`src/rtl/conflict_free_memory_unmap_if.sv`:
```
// Bus bundle for conflict_free_memory_unmap: start/status, the four bank
// read ports and the ready/valid output stream.
// The slave modport is the unmap block; the master modport is its environment.
interface conflict_free_memory_unmap_if #(
    parameter int DATA_WIDTH = 16
);
    logic                  start;
    logic                  busy;
    logic                  done;
    logic                  rd_en;
    logic [4:0]            rd_addr_0;
    logic [4:0]            rd_addr_1;
    logic [4:0]            rd_addr_2;
    logic [4:0]            rd_addr_3;
    logic [DATA_WIDTH-1:0] bank_rdata_0;
    logic [DATA_WIDTH-1:0] bank_rdata_1;
    logic [DATA_WIDTH-1:0] bank_rdata_2;
    logic [DATA_WIDTH-1:0] bank_rdata_3;
    logic                  out_valid;
    logic                  out_ready;
    logic [DATA_WIDTH-1:0] out_data_0;
    logic [DATA_WIDTH-1:0] out_data_1;
    logic [DATA_WIDTH-1:0] out_data_2;
    logic [DATA_WIDTH-1:0] out_data_3;
    logic [4:0]            out_index;

    modport slave (
        input  start,
        output busy, done, rd_en,
        output rd_addr_0, rd_addr_1, rd_addr_2, rd_addr_3,
        input  bank_rdata_0, bank_rdata_1, bank_rdata_2, bank_rdata_3,
        output out_valid,
        input  out_ready,
        output out_data_0, out_data_1, out_data_2, out_data_3,
        output out_index
    );

    modport master (
        output start,
        input  busy, done, rd_en,
        input  rd_addr_0, rd_addr_1, rd_addr_2, rd_addr_3,
        output bank_rdata_0, bank_rdata_1, bank_rdata_2, bank_rdata_3,
        input  out_valid,
        output out_ready,
        input  out_data_0, out_data_1, out_data_2, out_data_3,
        input  out_index
    );
endinterface

```
`src/rtl/conflict_free_memory_unmap.sv`:
```
// conflict_free_memory_unmap: reads 128 coefficients stored across four banks
// with a rotating (skewed) bank assignment and returns them in natural order,
// four lanes per group, through a 2-entry output FIFO.
// Optional build macro CFMU_BITREV_ORDER_EN: when defined, groups are issued
// in 5-bit bit-reversed order; out_index always carries the real group.
//
// state    | meaning
// ---------+------------------------------------------------------------
// ST_IDLE  | waiting for start; start is only honoured here
// ST_RUN   | issuing group reads, throttled by FIFO space
// ST_DRAIN | all 32 groups issued, waiting for group 31 to be accepted
module conflict_free_memory_unmap #(
    parameter int DATA_WIDTH = 16
) (
    input  logic                          clk,
    input  logic                          rst,
    conflict_free_memory_unmap_if.slave   bus
);

    localparam logic [1:0] ST_IDLE  = 2'd0;
    localparam logic [1:0] ST_RUN   = 2'd1;
    localparam logic [1:0] ST_DRAIN = 2'd2;

    logic [1:0]            state_q, state_d;
    logic [5:0]            cnt_q, cnt_d;
    logic                  done_q, done_d;
    logic [4:0]            grp;
    logic [1:0]            skew;
    logic                  rd_en;
    logic                  inflight_q;
    logic [4:0]            grp_q;
    logic [1:0]            skew_q;
    logic [2:0]            occupancy;

    logic [DATA_WIDTH-1:0] rdata [4];
    logic [DATA_WIDTH-1:0] lane_d [4];
    logic [DATA_WIDTH-1:0] fifo_data_q [2][4];
    logic [4:0]            fifo_idx_q [2];
    logic                  wr_ptr_q, rd_ptr_q;
    logic [1:0]            fcnt_q, fcnt_d;
    logic                  push, pop;
    logic                  out_valid;
    logic [4:0]            head_idx;

`ifdef CFMU_BITREV_ORDER_EN
    assign grp = {cnt_q[0], cnt_q[1], cnt_q[2], cnt_q[3], cnt_q[4]};
`else
    assign grp = cnt_q[4:0];
`endif

    // Rotation of the group: lane j lives in bank (skew + j) mod 4.
    assign skew = 2'({1'b0, grp[4]} + grp[3:2] + grp[1:0]);

    assign out_valid = (fcnt_q != 2'd0);
    assign pop       = out_valid & bus.out_ready;
    assign push      = inflight_q;
    assign head_idx  = fifo_idx_q[rd_ptr_q];

    // Entries that will be held once everything already requested lands;
    // a new read is only issued if that still leaves a free slot.
    assign occupancy = {1'b0, fcnt_q} - {2'b00, pop} + {2'b00, inflight_q};
    assign rd_en     = (state_q == ST_RUN) && (occupancy < 3'd2);

    assign rdata[0] = bus.bank_rdata_0;
    assign rdata[1] = bus.bank_rdata_1;
    assign rdata[2] = bus.bank_rdata_2;
    assign rdata[3] = bus.bank_rdata_3;

    // Undo the bank rotation using the skew that travelled with the read.
    always_comb begin
        for (int j = 0; j < 4; j++) begin
            lane_d[j] = rdata[skew_q + 2'(j)];
        end
    end

    // Sequencer next-state: group counter never wraps, exit on group 31 handshake.
    always_comb begin
        state_d = state_q;
        cnt_d   = cnt_q;
        done_d  = 1'b0;
        case (state_q)
            ST_IDLE: begin
                if (bus.start) begin
                    state_d = ST_RUN;
                    cnt_d   = 6'd0;
                end
            end
            ST_RUN: begin
                if (rd_en) begin
                    cnt_d = cnt_q + 6'd1;
                    if (cnt_q == 6'd31) begin
                        state_d = ST_DRAIN;
                    end
                end
            end
            ST_DRAIN: begin
                if (pop && (head_idx == 5'd31)) begin
                    state_d = ST_IDLE;
                    done_d  = 1'b1;
                end
            end
            default: state_d = ST_IDLE;
        endcase
    end

    // FIFO occupancy next-state.
    always_comb begin
        fcnt_d = fcnt_q;
        case ({push, pop})
            2'b10:   fcnt_d = fcnt_q + 2'd1;
            2'b01:   fcnt_d = fcnt_q - 2'd1;
            default: fcnt_d = fcnt_q;
        endcase
    end

    // Sequencer state, group counter and the read pipeline tag.
    always_ff @(posedge clk or negedge rst) begin
        if (!rst) begin
            state_q    <= ST_IDLE;
            cnt_q      <= 6'd0;
            done_q     <= 1'b0;
            inflight_q <= 1'b0;
            grp_q      <= 5'd0;
            skew_q     <= 2'd0;
        end else begin
            state_q    <= state_d;
            cnt_q      <= cnt_d;
            done_q     <= done_d;
            inflight_q <= rd_en;
            if (rd_en) begin
                grp_q  <= grp;
                skew_q <= skew;
            end
        end
    end

    // Two-entry output FIFO holding de-rotated lanes and their group index.
    always_ff @(posedge clk or negedge rst) begin
        if (!rst) begin
            wr_ptr_q <= 1'b0;
            rd_ptr_q <= 1'b0;
            fcnt_q   <= 2'd0;
            for (int e = 0; e < 2; e++) begin
                fifo_idx_q[e] <= 5'd0;
                for (int j = 0; j < 4; j++) begin
                    fifo_data_q[e][j] <= '0;
                end
            end
        end else begin
            fcnt_q <= fcnt_d;
            if (push) begin
                wr_ptr_q             <= ~wr_ptr_q;
                fifo_idx_q[wr_ptr_q] <= grp_q;
                for (int j = 0; j < 4; j++) begin
                    fifo_data_q[wr_ptr_q][j] <= lane_d[j];
                end
            end
            if (pop) begin
                rd_ptr_q <= ~rd_ptr_q;
            end
        end
    end

    assign bus.busy       = (state_q != ST_IDLE);
    assign bus.done       = done_q;
    assign bus.rd_en      = rd_en;
    assign bus.rd_addr_0  = grp;
    assign bus.rd_addr_1  = grp;
    assign bus.rd_addr_2  = grp;
    assign bus.rd_addr_3  = grp;
    assign bus.out_valid  = out_valid;
    assign bus.out_index  = head_idx;
    assign bus.out_data_0 = fifo_data_q[rd_ptr_q][0];
    assign bus.out_data_1 = fifo_data_q[rd_ptr_q][1];
    assign bus.out_data_2 = fifo_data_q[rd_ptr_q][2];
    assign bus.out_data_3 = fifo_data_q[rd_ptr_q][3];

endmodule

```
`src/flat_wrapper.sv`:
```
// flat-port wrapper written by rule: the top's interface ports become plain ports
module conflict_free_memory_unmap_flat 
#(
    parameter int DATA_WIDTH = 16
)
  (clk, rst, bus_start, bus_busy, bus_done, bus_rd_en, bus_rd_addr_0, bus_rd_addr_1, bus_rd_addr_2, bus_rd_addr_3, bus_bank_rdata_0, bus_bank_rdata_1, bus_bank_rdata_2, bus_bank_rdata_3, bus_out_valid, bus_out_ready, bus_out_data_0, bus_out_data_1, bus_out_data_2, bus_out_data_3, bus_out_index);
  conflict_free_memory_unmap_if #(.DATA_WIDTH(DATA_WIDTH)) bus_i ();
  input  logic clk;
  input  logic rst;
  input wire logic [$bits(bus_i.start)-1:0] bus_start;
  output wire logic [$bits(bus_i.busy)-1:0] bus_busy;
  output wire logic [$bits(bus_i.done)-1:0] bus_done;
  output wire logic [$bits(bus_i.rd_en)-1:0] bus_rd_en;
  output wire logic [$bits(bus_i.rd_addr_0)-1:0] bus_rd_addr_0;
  output wire logic [$bits(bus_i.rd_addr_1)-1:0] bus_rd_addr_1;
  output wire logic [$bits(bus_i.rd_addr_2)-1:0] bus_rd_addr_2;
  output wire logic [$bits(bus_i.rd_addr_3)-1:0] bus_rd_addr_3;
  input wire logic [$bits(bus_i.bank_rdata_0)-1:0] bus_bank_rdata_0;
  input wire logic [$bits(bus_i.bank_rdata_1)-1:0] bus_bank_rdata_1;
  input wire logic [$bits(bus_i.bank_rdata_2)-1:0] bus_bank_rdata_2;
  input wire logic [$bits(bus_i.bank_rdata_3)-1:0] bus_bank_rdata_3;
  output wire logic [$bits(bus_i.out_valid)-1:0] bus_out_valid;
  input wire logic [$bits(bus_i.out_ready)-1:0] bus_out_ready;
  output wire logic [$bits(bus_i.out_data_0)-1:0] bus_out_data_0;
  output wire logic [$bits(bus_i.out_data_1)-1:0] bus_out_data_1;
  output wire logic [$bits(bus_i.out_data_2)-1:0] bus_out_data_2;
  output wire logic [$bits(bus_i.out_data_3)-1:0] bus_out_data_3;
  output wire logic [$bits(bus_i.out_index)-1:0] bus_out_index;
  assign bus_i.start = bus_start;
  assign bus_busy = bus_i.busy;
  assign bus_done = bus_i.done;
  assign bus_rd_en = bus_i.rd_en;
  assign bus_rd_addr_0 = bus_i.rd_addr_0;
  assign bus_rd_addr_1 = bus_i.rd_addr_1;
  assign bus_rd_addr_2 = bus_i.rd_addr_2;
  assign bus_rd_addr_3 = bus_i.rd_addr_3;
  assign bus_i.bank_rdata_0 = bus_bank_rdata_0;
  assign bus_i.bank_rdata_1 = bus_bank_rdata_1;
  assign bus_i.bank_rdata_2 = bus_bank_rdata_2;
  assign bus_i.bank_rdata_3 = bus_bank_rdata_3;
  assign bus_out_valid = bus_i.out_valid;
  assign bus_i.out_ready = bus_out_ready;
  assign bus_out_data_0 = bus_i.out_data_0;
  assign bus_out_data_1 = bus_i.out_data_1;
  assign bus_out_data_2 = bus_i.out_data_2;
  assign bus_out_data_3 = bus_i.out_data_3;
  assign bus_out_index = bus_i.out_index;
  conflict_free_memory_unmap #(.DATA_WIDTH(DATA_WIDTH)) u_core (.clk(clk), .rst(rst), .bus(bus_i));
endmodule
```
`config.mk`:
```
export PLATFORM = sky130hd
export DESIGN_NAME = conflict_free_memory_unmap_flat
export DESIGN_NICKNAME = d
export VERILOG_FILES = /design/src/rtl/conflict_free_memory_unmap_if.sv /design/src/rtl/conflict_free_memory_unmap.sv /design/src/flat_wrapper.sv
export SDC_FILE = /design/constraint.sdc
export NUM_CORES = 1
export LEC_CHECK = 0
export ABC_CLOCK_PERIOD_IN_PS = 4800
export CAP_MARGIN = 30
export CORE_UTILIZATION = 45
export DETAILED_ROUTE_END_ITERATION = 7
export PLACE_DENSITY = 0.81
export SETUP_SLACK_MARGIN = 0.5
export SLEW_MARGIN = 20
export SYNTH_ARGS = -nofsm -noshare
export SYNTH_HDL_FRONTEND = slang
export SYNTH_SLANG_ARGS = --single-unit
```
`constraint.sdc`:
```
create_clock -name clk -period 4.8 [get_ports clk]
set_input_delay 1.44 -clock clk [delete_from_list [all_inputs] [get_ports clk]]
set_output_delay 1.44 -clock clk [all_outputs]
set_load 0.05 [all_outputs]
```
==> impl_results.md <==
* Routed wire length at 20,200 um
* Worst r2r dst: u_core.grp_q[1]
* Hold crit path type: reg2reg
* Final Hold Fails at 0
* Routed Antenna Nets at 0
* Maxcap violations at 0
* Clk root buf: clkbuf_16
* Slew HR at 43.3%
* Clock buffer depth at 2
* Synth warn at 0
* First-pass GRT wire length at 31,600 um
* Vias in the first global route at 5,960
* Clock transition at the registers of the reported paths at 0.06 ns
* Layout cell share with drive strength beyond 1 at 20.8%
* Fin. max-slew vios at 0
* Mux share of post-synthesis cell area at 24.3%
* CTS tree: done
* P&R area growth vs syn at 27.2%
* Xor-xnor portion of the synthesized cell area at 1.15%
* RSZ-0062 raised after global routing: yes
* Hold-critical path depth at 2
* Worst reg-to-reg setup slack at 1.90 ns
* Share of the synthesized area in the top cell type at 48.0%
* Antenna cells at 0
* Gr usage total at 22.4%
* Vias per cell at 5.25
* Syn Area/Cell at 10.3 sq um
* Crit Path Max Fanout at 2
* Num CTS Buffers at 17
* Core ar. at 18,000 sq um
* DRT iter0 DRCs at 380
* Skew final at 0.0119 ns
* Largest net degree at the start of global routing at 87
* Post-synth EDFFs at 0
* Setup CP Type: in2out
* CTS Sinks at 159
* Register area share after synthesis at 48.0%
* Yosys top cell by area: dfrtp_1
* Outcome: complete, no violations
* WP data required at 3.36 ns
* Fillers at 1,527
* Initial antenna violation count at 0
* Seq cells post-synth at 159
* Library cells used by synthesis at 35
* Hold Path End: u_core.fifo_data_q[37]
* Synthesized area at 8290 sq um
* Wire per inst at 17.4 um
* Upper clock frequency limit at 227 MHz
* Simple-gate share of the synthesized area at 9.84%
* Final Non-Filler Cells at 1,163
* Top cells by area, synth: dfrtp_1, mux2_2, o21ai_0
* Port buffer count at 160
* Die height at 138 um
* Grt ovf at 0
* Worst-Skew Late Latency at 0.42 ns
* Die ar. at 19,000 sq um
* Mapped Cells at 804
* Worst-Margin Slew at 0.851 ns
* Worst Path Arrival at 2.96 ns
* Initial core utilization at 46.0%
* Ys flop type: dfrtp_1
* Fin nets at 995
* Startpoint types: input port
* FP Rows at 49
* Placed insts at 1,129
* Hold wc startpoint: u_core.fifo_data_q[37]
* Cell depth of the worst flop-to-flop path at 10
* Critical R2R Launch: u_core.fcnt_q[1]
* Iteration count of the initial detailed-routing pass at 4
* Main combinational cell family by area after synthesis: multiplexers
* Synth Area in Compound Gates at 10.1%
* Setup violations, final at 0
* Post-CTS Hold Buffers at 0
* # DRC at 0
* Syn_nets at 877
* Final critical-path required period at 4.40 ns
* Crit. End Element: output port
* Vias at 6,111
* Die W at 138 um
* Dpl hpwl at 14,200 um
* Synth Area in Adders at 0.936%
* Number of I/O pins at 161
* Htree depth at 4
* Placer Congestion at 0.823
* Final period utilization at 91.8%
* Fraction of registers with async set/reset at 100%
## cells by family after synthesis
family,after synthesis
AO/OA/AOI/OAI,166
AND/OR/NAND/NOR,198
buffers and inverters,82
multiplexers,184
flip-flops,159
XOR/XNOR,10
adder cells (fa/ha/maj),5
## cells in the mapped netlist (6+ instances only)
cell,count
dfrtp_1,159
mux2_2,128
buf_6,7
xnor2_1,6
inv_1,6
buf_2,21
nor2_1,8
o21ai_1,11
mux2i_1,53
buf_4,22
buf_1,6
nand2_1,170
clkbuf_1,19
o21ai_0,151
## layer usage
layer,global-route usage [%],vias to the layer above,share of wire (%)
li1,-,2973,-
met1,28.3,2944,43
met2,36.0,167,47
met3,7.47,27,8.3
met4,7.43,0,2.0
met5,0,-,0
## worst max path at each step
stage	from	to	slack (ns)
2_1_floorplan	bus_out_ready	bus_rd_en	0.39
3_3_place_gp	bus_out_ready	bus_rd_en	-0.002
3_5_place_dp	bus_out_ready	bus_rd_en	-0.03
4_1_cts	bus_out_ready	bus_rd_en	0.39
5_1_grt	bus_out_ready	bus_rd_en	0.36
6_report	bus_out_ready	bus_rd_en	0.40
## worst max-delay path, cell delays in order
cell and delay, ns:
buf_6 0.09, and2_4 0.14, ha_4 0.23, nand2b_4 0.14, fa_2 0.57, nand3b_4 0.09, nor2_4 0.13, buf_12 0.15
## sequential cells by signal, indices dropped and copies added (netlist names)
register / count
u_core.grp_q: 5
u_core.bus.done: 1
u_core.fifo_idx_q: 10
u_core.inflight_q: 1
u_core.skew_q: 2
u_core.fcnt_q: 2
u_core.state_q: 2
u_core.fifo_data_q: 128
u_core.rd_ptr_q: 1
u_core.wr_ptr_q: 1
u_core.cnt_q: 6
## stage by stage
stage               setup TNS, ns  utilization (%)  setup slack (ns)  hold slack [ns]  instance area (sq um)
floorplan                       0                -             0.390            0.444                   8330
global placement         -0.00210             54.9          -0.00210            0.456                   9900
detailed placement        -0.0280             54.9           -0.0280            0.465                   9900
CTS                             0             58.5             0.389            0.479                  10500
global route                    0             58.5             0.355            0.498                  10500
finish                          0             58.5             0.395            0.473                  10500
## layout by cell type, fill, tap and decap left out, drive strengths merged
master         count
inv                9
o31ai              1
nor2b              2
dfrtp            159
nor2               9
xor2               4
nor4               2
or2                1
mux2             131
a22o               1
clkinvlp           2
and2               2
a21oi              2
clkinv             4
o21ai            162
bufinv             3
nand3              3
buf               17
nand3b             1
clkbuf            20
nand2            170
nor3               1
xnor2              6
ha                 3
mux2i             53
nand2b             3
clkdlybuf4s50    157
fa                 2
nand4              3
nor3b              1
## timing repair
action / CTS / global route
pin swaps: 3 / 0
resized for setup: 5 / 0
hold endpoints to repair: 0 / 0
buffers inserted: 3 / 0
endpoints found under the setup margin: 1 / 1
## final cells by class
| cell class | count | area [sq um] | share of cell area [%] |
|---|---|---|---|
| clock inverters | 11 | 154 | 1.46 |
| repair buffers | 174 | 1740 | 16.5 |
| clock buffers | 20 | 467 | 4.42 |
| well taps | 229 | 287 | 2.72 |
| inverters | 7 | 27.5 | 0.261 |
| flip-flops and latches | 159 | 3980 | 37.8 |
| multi-input cells | 563 | 3880 | 36.8 |
Power is not shown: default switching activity piles up to over one toggle a cycle in this logic, so the estimate is an artifact.
